`src/rtl/sensor_packetizer.sv`:
```
// sensor_packetizer: snapshots cc/dc every SAMPLE_DIV cycles and streams HEADER, data and checksum
// bytes to a single uart_send. Define SENSOR_PKT_SEQ_EN to insert a sequence byte after HEADER.
module sensor_packetizer #(
    parameter int unsigned SAMPLE_DIV = 32'd10_000_000,
    parameter logic [7:0]  HEADER     = 8'hA5
) (
    input  logic       fpga_clk1,
    input  logic       rst_n,
    input  logic [7:0] cc_value,
    input  logic [7:0] dc_value,
    input  logic       tx_ready,
    output logic [7:0] tx_byte,
    output logic       tx_start,
    output logic       busy,
    output logic       overrun,
    output logic [7:0] pkt_count,
    output logic [2:0] dbg_state_o
);
    localparam int unsigned      CNT_W   = $clog2(SAMPLE_DIV);
    localparam logic [CNT_W-1:0] TICK_AT = CNT_W'(SAMPLE_DIV - 1);
`ifdef SENSOR_PKT_SEQ_EN
    localparam logic [2:0]       LAST_IDX = 3'd4;
`else
    localparam logic [2:0]       LAST_IDX = 3'd3;
`endif

    typedef enum logic [2:0] {
        S_IDLE      = 3'd0,
        S_LOAD      = 3'd1,
        S_SEND      = 3'd2,
        S_WAIT_ACK  = 3'd3,
        S_WAIT_DONE = 3'd4
    } state_e;

    state_e           state_q, state_d;
    logic [CNT_W-1:0] cnt_q;
    logic             tick;
    logic             byte_done;
    logic [7:0]       tx_byte_q, tx_byte_d;
    logic [7:0]       cc_q, cc_d;
    logic [7:0]       dc_q, dc_d;
    logic [7:0]       cksum_q, cksum_d;
    logic [7:0]       pkt_count_q, pkt_count_d;
    logic [2:0]       idx_q, idx_d;
    logic             busy_q, busy_d;
    logic             overrun_q, overrun_d;
`ifdef SENSOR_PKT_SEQ_EN
    logic [7:0]       seq_q, seq_d;
`endif

    // Free-running sample timer; keeps counting regardless of packet activity.
    assign tick = (cnt_q == TICK_AT);

    always_ff @(posedge fpga_clk1 or negedge rst_n) begin
        if (!rst_n) begin
            cnt_q <= '0;
        end else if (tick) begin
            cnt_q <= '0;
        end else begin
            cnt_q <= cnt_q + CNT_W'(1);
        end
    end

    always_ff @(posedge fpga_clk1 or negedge rst_n) begin
        if (!rst_n) begin
            state_q <= S_IDLE;
        end else begin
            state_q <= state_d;
        end
    end

    assign byte_done = (state_q == S_WAIT_DONE) && tx_ready;

    always_comb begin
        state_d = state_q;
        unique case (state_q)
            S_IDLE:      if (tick) state_d = S_LOAD;
            S_LOAD:      state_d = S_SEND;
            S_SEND:      if (tx_ready) state_d = S_WAIT_ACK;
            S_WAIT_ACK:  if (!tx_ready) state_d = S_WAIT_DONE;
            S_WAIT_DONE: if (tx_ready) state_d = (idx_q == LAST_IDX) ? S_IDLE : S_SEND;
            default:     state_d = S_IDLE;
        endcase
    end

    always_comb begin
        tx_start    = 1'b0;
        if (state_q == S_SEND) begin
            tx_start = tx_ready;
        end
        dbg_state_o = state_q;
    end

    always_comb begin
        cc_d        = cc_q;
        dc_d        = dc_q;
        cksum_d     = cksum_q;
        idx_d       = idx_q;
        pkt_count_d = pkt_count_q;
        tx_byte_d   = tx_byte_q;
`ifdef SENSOR_PKT_SEQ_EN
        seq_d       = seq_q;
`endif
        busy_d      = (state_d != S_IDLE);
        overrun_d   = overrun_q | (tick & (state_q != S_IDLE));

        if (state_q == S_LOAD) begin
            cc_d    = cc_value;
            dc_d    = dc_value;
            cksum_d = HEADER;
            idx_d   = 3'd0;
`ifdef SENSOR_PKT_SEQ_EN
            seq_d   = pkt_count_q;
`endif
        end

        // HEADER is already the checksum seed, so only the payload bytes are accumulated.
        if (byte_done) begin
            if ((idx_q != 3'd0) && (idx_q != LAST_IDX)) begin
                cksum_d = cksum_q + tx_byte_q;
            end
            idx_d = idx_q + 3'd1;
            if (idx_q == LAST_IDX) begin
                pkt_count_d = pkt_count_q + 8'd1;
            end
        end

        if ((state_d == S_SEND) && (state_q != S_SEND)) begin
            if (idx_d == 3'd0) begin
                tx_byte_d = HEADER;
            end else if (idx_d == LAST_IDX) begin
                tx_byte_d = cksum_d;
`ifdef SENSOR_PKT_SEQ_EN
            end else if (idx_d == 3'd1) begin
                tx_byte_d = seq_q;
            end else if (idx_d == 3'd2) begin
                tx_byte_d = cc_q;
`else
            end else if (idx_d == 3'd1) begin
                tx_byte_d = cc_q;
`endif
            end else begin
                tx_byte_d = dc_q;
            end
        end
    end

    always_ff @(posedge fpga_clk1 or negedge rst_n) begin
        if (!rst_n) begin
            tx_byte_q   <= 8'h00;
            cc_q        <= 8'h00;
            dc_q        <= 8'h00;
            cksum_q     <= 8'h00;
            pkt_count_q <= 8'h00;
            idx_q       <= 3'd0;
            busy_q      <= 1'b0;
            overrun_q   <= 1'b0;
`ifdef SENSOR_PKT_SEQ_EN
            seq_q       <= 8'h00;
`endif
        end else begin
            tx_byte_q   <= tx_byte_d;
            cc_q        <= cc_d;
            dc_q        <= dc_d;
            cksum_q     <= cksum_d;
            pkt_count_q <= pkt_count_d;
            idx_q       <= idx_d;
            busy_q      <= busy_d;
            overrun_q   <= overrun_d;
`ifdef SENSOR_PKT_SEQ_EN
            seq_q       <= seq_d;
`endif
        end
    end

    assign tx_byte   = tx_byte_q;
    assign busy      = busy_q;
    assign overrun   = overrun_q;
    assign pkt_count = pkt_count_q;

endmodule

```
`config.mk`:
```
export PLATFORM = sky130hd
export DESIGN_NAME = sensor_packetizer
export DESIGN_NICKNAME = d
export VERILOG_FILES = /design/src/rtl/sensor_packetizer.sv
export SDC_FILE = /design/constraint.sdc
export NUM_CORES = 1
export LEC_CHECK = 0
export ABC_AREA = 1
export CORE_ASPECT_RATIO = 2
export CORE_MARGIN = 2
export CORE_UTILIZATION = 30
export CTS_CLUSTER_SIZE = 25
export DETAILED_ROUTE_END_ITERATION = 16
export GPL_TIMING_DRIVEN = 0
export PLACE_DENSITY_LB_ADDON = 0.1
export SKIP_CTS_REPAIR_TIMING = 1
export SYNTH_ARGS = -nofsm -noshare
export SYNTH_HDL_FRONTEND = slang
export SYNTH_SLANG_ARGS = --single-unit
```
`constraint.sdc`:
```
create_clock -name fpga_clk1 -period 2.73 [get_ports fpga_clk1]
set_clock_uncertainty 0.1 [all_clocks]
set_input_delay 0.546 -clock fpga_clk1 [delete_from_list [all_inputs] [get_ports fpga_clk1]]
set_output_delay 0.546 -clock fpga_clk1 [all_outputs]
set_load 0.005 [all_outputs]
```
# ---- After elaboration in Yosys (flattened, before gate mapping)
# Index checks and enable logic that the tools add are counted.
dict set report word_totals {
  elab_cells 52
  input_bits 19
  out_inout_bits 22
  register_bits 72
}
dict set report classes {
  n_reduce_logical 9
  add_sub_neg 4
  muxes 16
  eq_ne 11
  n_bitwise 2
}
# op count
set ops {}
lappend ops {{8-bit 2-to-1 mux} 6}
lappend ops {{24-bit by 1-bit adder with 24-bit output, second input constant} 1}
lappend ops {{24-bit == test, second input constant} 1}
lappend ops {{24-bit 2-to-1 mux} 1}
lappend ops {{3-bit 2-to-1 mux} 6}
lappend ops {{3-bit by 2-bit == test with 1-bit output, second input constant} 5}
lappend ops {{3-bit case mux with 5 select lines} 1}
lappend ops {{3-bit nonzero test} 3}
lappend ops {{8-bit by 1-bit adder with 8-bit output, second input constant} 1}
lappend ops {{8-bit adder} 1}
lappend ops {{3-bit by 1-bit == test with 1-bit output, second input constant} 2}
lappend ops {{3-bit zero test} 2}
lappend ops {{3-bit by 2-bit inequality test with 1-bit output, second input constant} 2}
lappend ops {{3-bit by 1-bit adder with 3-bit output, second input constant} 1}
lappend ops {{3-bit == test, second input constant} 1}
lappend ops {{1-bit logical AND} 3}
lappend ops {{2-bit 2-to-1 mux} 1}
lappend ops {{2-bit AND reduction} 1}
lappend ops {{1-bit AND} 1}
lappend ops {{1-bit 2-to-1 mux} 1}
lappend ops {{1-bit bitwise OR} 1}

# ---- Depth between registers and ports, before layout
dict set report depth {
  ltp_word 7
  mapped_depth 14
  ltp_nobuf 13
}

# ---- Least setup slack after synthesis
# Ideal clock, no wire load.
dict set report synth_timing {
  path_type {reg2reg}
  start {register idx_q[0]}
  end {register tx_byte_q[5] (netlist: tx_byte[5])}
  path_buffers 0
  path_slack_ps 832
  setup_time_ps 113
  arrival_time_ps 1686
  synth_period_minus_slack_ps 1898
  stages_incl_launch_ff 11
  required_ps 2517
  cell_sequence {dfrtp_1 > ha_1 > ha_1 > inv_1 > nand4_1 > a21oi_2 > nand4_4 > nor2_4 > nand3_1 > nand2_1 > inv_1}
}
dict set report synth_via {
  elab_chain_cells 6
  word_cells_on_any_way 20
  cone_classes {1 x add/sub; 5 x eq/ne; 10 x mux; 4 x reduce/logical}
}
# item line
set synth_lines {}
lappend synth_lines {{from (decl)} 44} ;# logic [2:0] idx_q, idx_d;
lappend synth_lines {{from (signal assigned)} 167} ;# idx_q <= idx_d;
lappend synth_lines {{3-bit by 1-bit adder with 3-bit output, or another cell as far along} 122} ;# idx_d = idx_q + 3'd1;
lappend synth_lines {{3-bit 2-to-1 mux, or another cell as far along} 118} ;# if (byte_done) begin
lappend synth_lines {{3-bit by 1-bit == test with 1-bit output, or another cell as far along} 139} ;# end else if (idx_d == 3'd1) begin
lappend synth_lines {{8-bit 2-to-1 mux, or another cell as far along} 139}
lappend synth_lines {{8-bit 2-to-1 mux or 3-bit by 2-bit == test with 1-bit output (tied branches)} {131, 128}}
lappend synth_lines {{8-bit 2-to-1 mux or 1-bit logical AND (tied branches)} {129, 128}}
lappend synth_lines {{to (signal assigned)} 162} ;# tx_byte_q <= tx_byte_d;
lappend synth_lines {{to (decl)} 39} ;# logic [7:0] tx_byte_q, tx_byte_d;
# Parallel ways exist; a longest one is shown, timed or not.
# A chain may end at the register's enable or synchronous reset.

# ---- Final worst setup path
dict set report layout_timing {
  start {register state_q[2] (netlist: dbg_state_o[2])}
  end {output port tx_start}
}
dict set report layout_via {
  elab_chain_cells 2
}
# item line
set layout_lines {}
lappend layout_lines {{from (decl)} 35} ;# state_e state_q, state_d;
lappend layout_lines {{from (signal assigned)} 68} ;# state_q <= state_d;
lappend layout_lines {{3-bit by 2-bit == test with 1-bit output} 88} ;# if (state_q == S_SEND) begin
lappend layout_lines {{1-bit 2-to-1 mux} 88}
lappend layout_lines {{to (decl)} 13} ;# output logic tx_start,
# No other way between the ends.

==> impl_metrics.toml <==
[status]
status = "finished, final reports clean"

[route]
drt_first_pass_iters = 6
ant_nets = 0
vias_per_cell = 4.62
drc = 0
vias = 3338
initialDrtViolationCount = 101
avgRoutedWirePerCell_um = 14.3
route.final.wire_length_um = 10300

[power_and_ir_drop]
switching_power_mw = 1.37
worst_ir_drop_vdd_v = 0.000369
power.sequential.fraction_pct = 36.8
powerDensity_nw_per_um2 = 795
comb_power_share_pct = 33.8
power_report.internal_total_mw = 2.55
swShare_pct = 34.9
power.share.clock_pct = 29.4
static-leakage-power_nw = 2.49
total_power_mw = 3.92

[grt]
globalRouteOverflowTotal = 0
grt_start_max_net_pins = 59
tot_gr_track_use_pct = 15.3
grt_first_pass_wirelength_um = 16800
number_of_antenna_violations_at_the_first_check_in_global_routing = 0
grt_pass1_vias = 3428

[sta]
setup_repair_after_global_routing_missed_its_margin = "false"
drv_slew = 0
fin_hold_ws_ps = 358
finalWorstSetupSlack_ps = 147
fin_tns_setup_ps = 0
tightest_slew_ps = 645
hold_violation_total_from_the_final_report = 0
setup_viol = 0
period_minus_slack_ps = 2580
min_period_over_period_pct = 94.6
slew-limit-headroom_pct = 56.8
clock.fmax_mhz = 387

[clocking]
numClockSinks = 72
clock_latency_on_the_worst_skew_pair_ps = 340
clk_path_buf_depth = 2
cts_tree = "done"
numCtsBuffers = 9
cts.reportedPaths.clkPinSlew_ps = 60
clock_tree.root_cell = "sky130_fd_sc_hd__clkbuf_16"
h-tree-depth = 3

[logic_synthesis]
postSynth.asyncResetShare_pct = 100
post_synth_instance_area_um2 = 4020
most_common_cell_in_the_synthesized_netlist = "sky130_fd_sc_hd__nand2_1"
synth_common_cells = "146 x sky130_fd_sc_hd__nand2_1, 74 x sky130_fd_sc_hd__inv_1, 72 x sky130_fd_sc_hd__dfrtp_1, 55 x sky130_fd_sc_hd__nor2_1, 35 x sky130_fd_sc_hd__nand3_1"
synth.top_cells.by_area = "sky130_fd_sc_hd__dfrtp_1 45%, sky130_fd_sc_hd__nand2_1 14%, sky130_fd_sc_hd__inv_1 6.9%"
mappedNetlistNets = 545
yosys.cell_types.count = 36
synth_seq_cells = 72
syn-mean-instance-area_um2 = 7.84
synth_top_flop_cell = "sky130_fd_sc_hd__dfrtp_1"
synth.largest_area_cell = "sky130_fd_sc_hd__dfrtp_1"
post_synth_inst_count = 513
yosysWarningCount = 0
synth-seq-area-share_pct = 44.8
synth_enable_flop_cells = 0
yosysTopAreaCellShare_pct = 44.8

[setup_path]
worst-setup-path-type = "reg2out"
startpoint = "dbg_state_o[2]"
crit_path_start_kind = "flip-flop"
slack_of_the_worst_reg_to_reg_path_ps = 460
worst_r2r_endpoint = "tx_byte[5]"
cp-end-kind = "output port"
critical_path_arrival_ps = 1940
crit-reg2reg-launch = "idx_q[0]"
crit_path_max_fanout = 8
worstPathRequired_ps = 2080
crit_path_end = "tx_start"
reg2reg_depth = 10

[final_layout]
seqCellArea_um2 = 1800
multi_input_area_um2 = 1910
fillCellCount = 1389
final_layout_size_suffix_gt1_share_pct = 8.77
design.final.nets = 597
area.growth.synth_to_final_pct = 22.4
diodes = 0

[placement]
dp_hpwl_um = 8030
port-buffer-count = 39
gp_congestion = 0.876
place_worst_setup_slack_ps = 385

[floorplanning]
num_rows = 59
floorplan.die.height_um = 168
effective_utilization_at_floorplan_pct = 30.8
floorplan.die.width_um = 85.9
floorplan.die_area_um2 = 14400
design.core.area_um2 = 13100
floorplan.io_pins = 41

[worst_hold_path]
worst_hold_path_type = "reg2reg"
worst_min_path_start = "cnt_q[0]"

[job]
maxCapViolations = 0
[cells in the final DEF (no fill, tap or decap), types with 3 or more instances in the layout]
cell / instances
sky130_fd_sc_hd__clkinv_2: 3
sky130_fd_sc_hd__clkdlybuf4s50_1: 38
sky130_fd_sc_hd__or2_2: 8
sky130_fd_sc_hd__nand4_1: 11
sky130_fd_sc_hd__xnor2_1: 3
sky130_fd_sc_hd__clkbuf_16: 9
sky130_fd_sc_hd__nor3_1: 7
sky130_fd_sc_hd__o21ai_0: 13
sky130_fd_sc_hd__inv_2: 4
sky130_fd_sc_hd__ha_1: 12
sky130_fd_sc_hd__inv_1: 74
sky130_fd_sc_hd__nand2_1: 146
sky130_fd_sc_hd__nand3b_1: 6
sky130_fd_sc_hd__nand3_1: 35
sky130_fd_sc_hd__o21ai_1: 3
sky130_fd_sc_hd__nor2_4: 7
sky130_fd_sc_hd__a21oi_1: 8
sky130_fd_sc_hd__buf_2: 3
sky130_fd_sc_hd__nand2_2: 3
sky130_fd_sc_hd__xor2_1: 19
sky130_fd_sc_hd__dfrtp_1: 72
sky130_fd_sc_hd__nor4_1: 5
sky130_fd_sc_hd__clkbuf_1: 4
sky130_fd_sc_hd__nor2_1: 55
[kinds of logic (layout without fill, tap and decap cells)]
| logic type | count (synthesis) | in the layout | share of synthesized area, % |
|---|---|---|---|
| flip-flops | 72 | 72 | 44.8 |
| adder cells (fa/ha/maj) | 13 | 13 | 4.23 |
| AND/OR/NAND/NOR | 293 | 293 | 34.1 |
| buffers and inverters | 83 | 140 | 7.93 |
| AO/OA/AOI/OAI | 30 | 30 | 4.17 |
| XOR/XNOR | 22 | 22 | 4.79 |
[power by group through the flow]
stage	registers [mW]	clock network [mW]	logic [mW]
floorplan	1.43	0	0.878
global placement	1.46	0	1.33
detailed placement	1.47	0	1.34
CTS	1.45	1.18	1.35
global route	1.47	1.23	1.52
finish	1.44	1.15	1.32
[cell type report]
| cell class | count | area share, % |
|---|---|---|
| multi-input cells | 358 | 38.7 |
| inverters | 78 | 5.95 |
| flip-flops and latches | 72 | 36.6 |
| clock inverters | 4 | 0.915 |
| plain buffers | 5 | 0.534 |
| repair buffers | 41 | 8.64 |
| well taps | 152 | 3.86 |
| clock buffers | 12 | 4.80 |
[worst max-delay path, cell delays in order (launching register included)]
cell and delay, ps:
sky130_fd_sc_hd__dfrtp_1 380, sky130_fd_sc_hd__buf_4 170, sky130_fd_sc_hd__nor3_2 270, sky130_fd_sc_hd__nand2_1 160, sky130_fd_sc_hd__inv_1 110, sky130_fd_sc_hd__clkdlybuf4s50_1 500
[how the worst min path moves through the flow]
| stage | endpoint | depth (start not counted) |
|---|---|---|
| after detailed placement | busy | 1 |
| after global placement | cnt_q[0] | 1 |
| after floorplan | busy | 0 |
| final | cnt_q[0] | 1 |
| after CTS | dbg_state_o[1] | 1 |
| after global routing | cnt_q[0] | 1 |
[per-stage QoR]
step	instance area [um^2]	utilization (%)	instances
after global routing	4920	37.7	722
final	4920	37.7	722
after global placement	4600	35.2	704
after floorplan	4020	-	513
after CTS	4910	37.6	721
after detailed placement	4630	35.4	705
[state kept, by name, summed over array words and instances, names as in the netlist, 3 cells and up]
name / flops
tx_byte: 8
cc_q: 8
dc_q: 8
dbg_state_o: 3
pkt_count: 8
cksum_q: 8
cnt_q: 24
idx_q: 3
[routing by layer]
| metal | wire length [um] | track usage (%) | vias up |
|---|---|---|---|
| met5 | 0 | 0 | - |
| met4 | 353 | 7.45 | 0 |
| met3 | 231 | 2.61 | 17 |
| met2 | 6130 | 30.5 | 48 |
| met1 | 3580 | 14.1 | 1560 |
| li1 | - | - | 1713 |
Power figures use the tool's default switching activity.
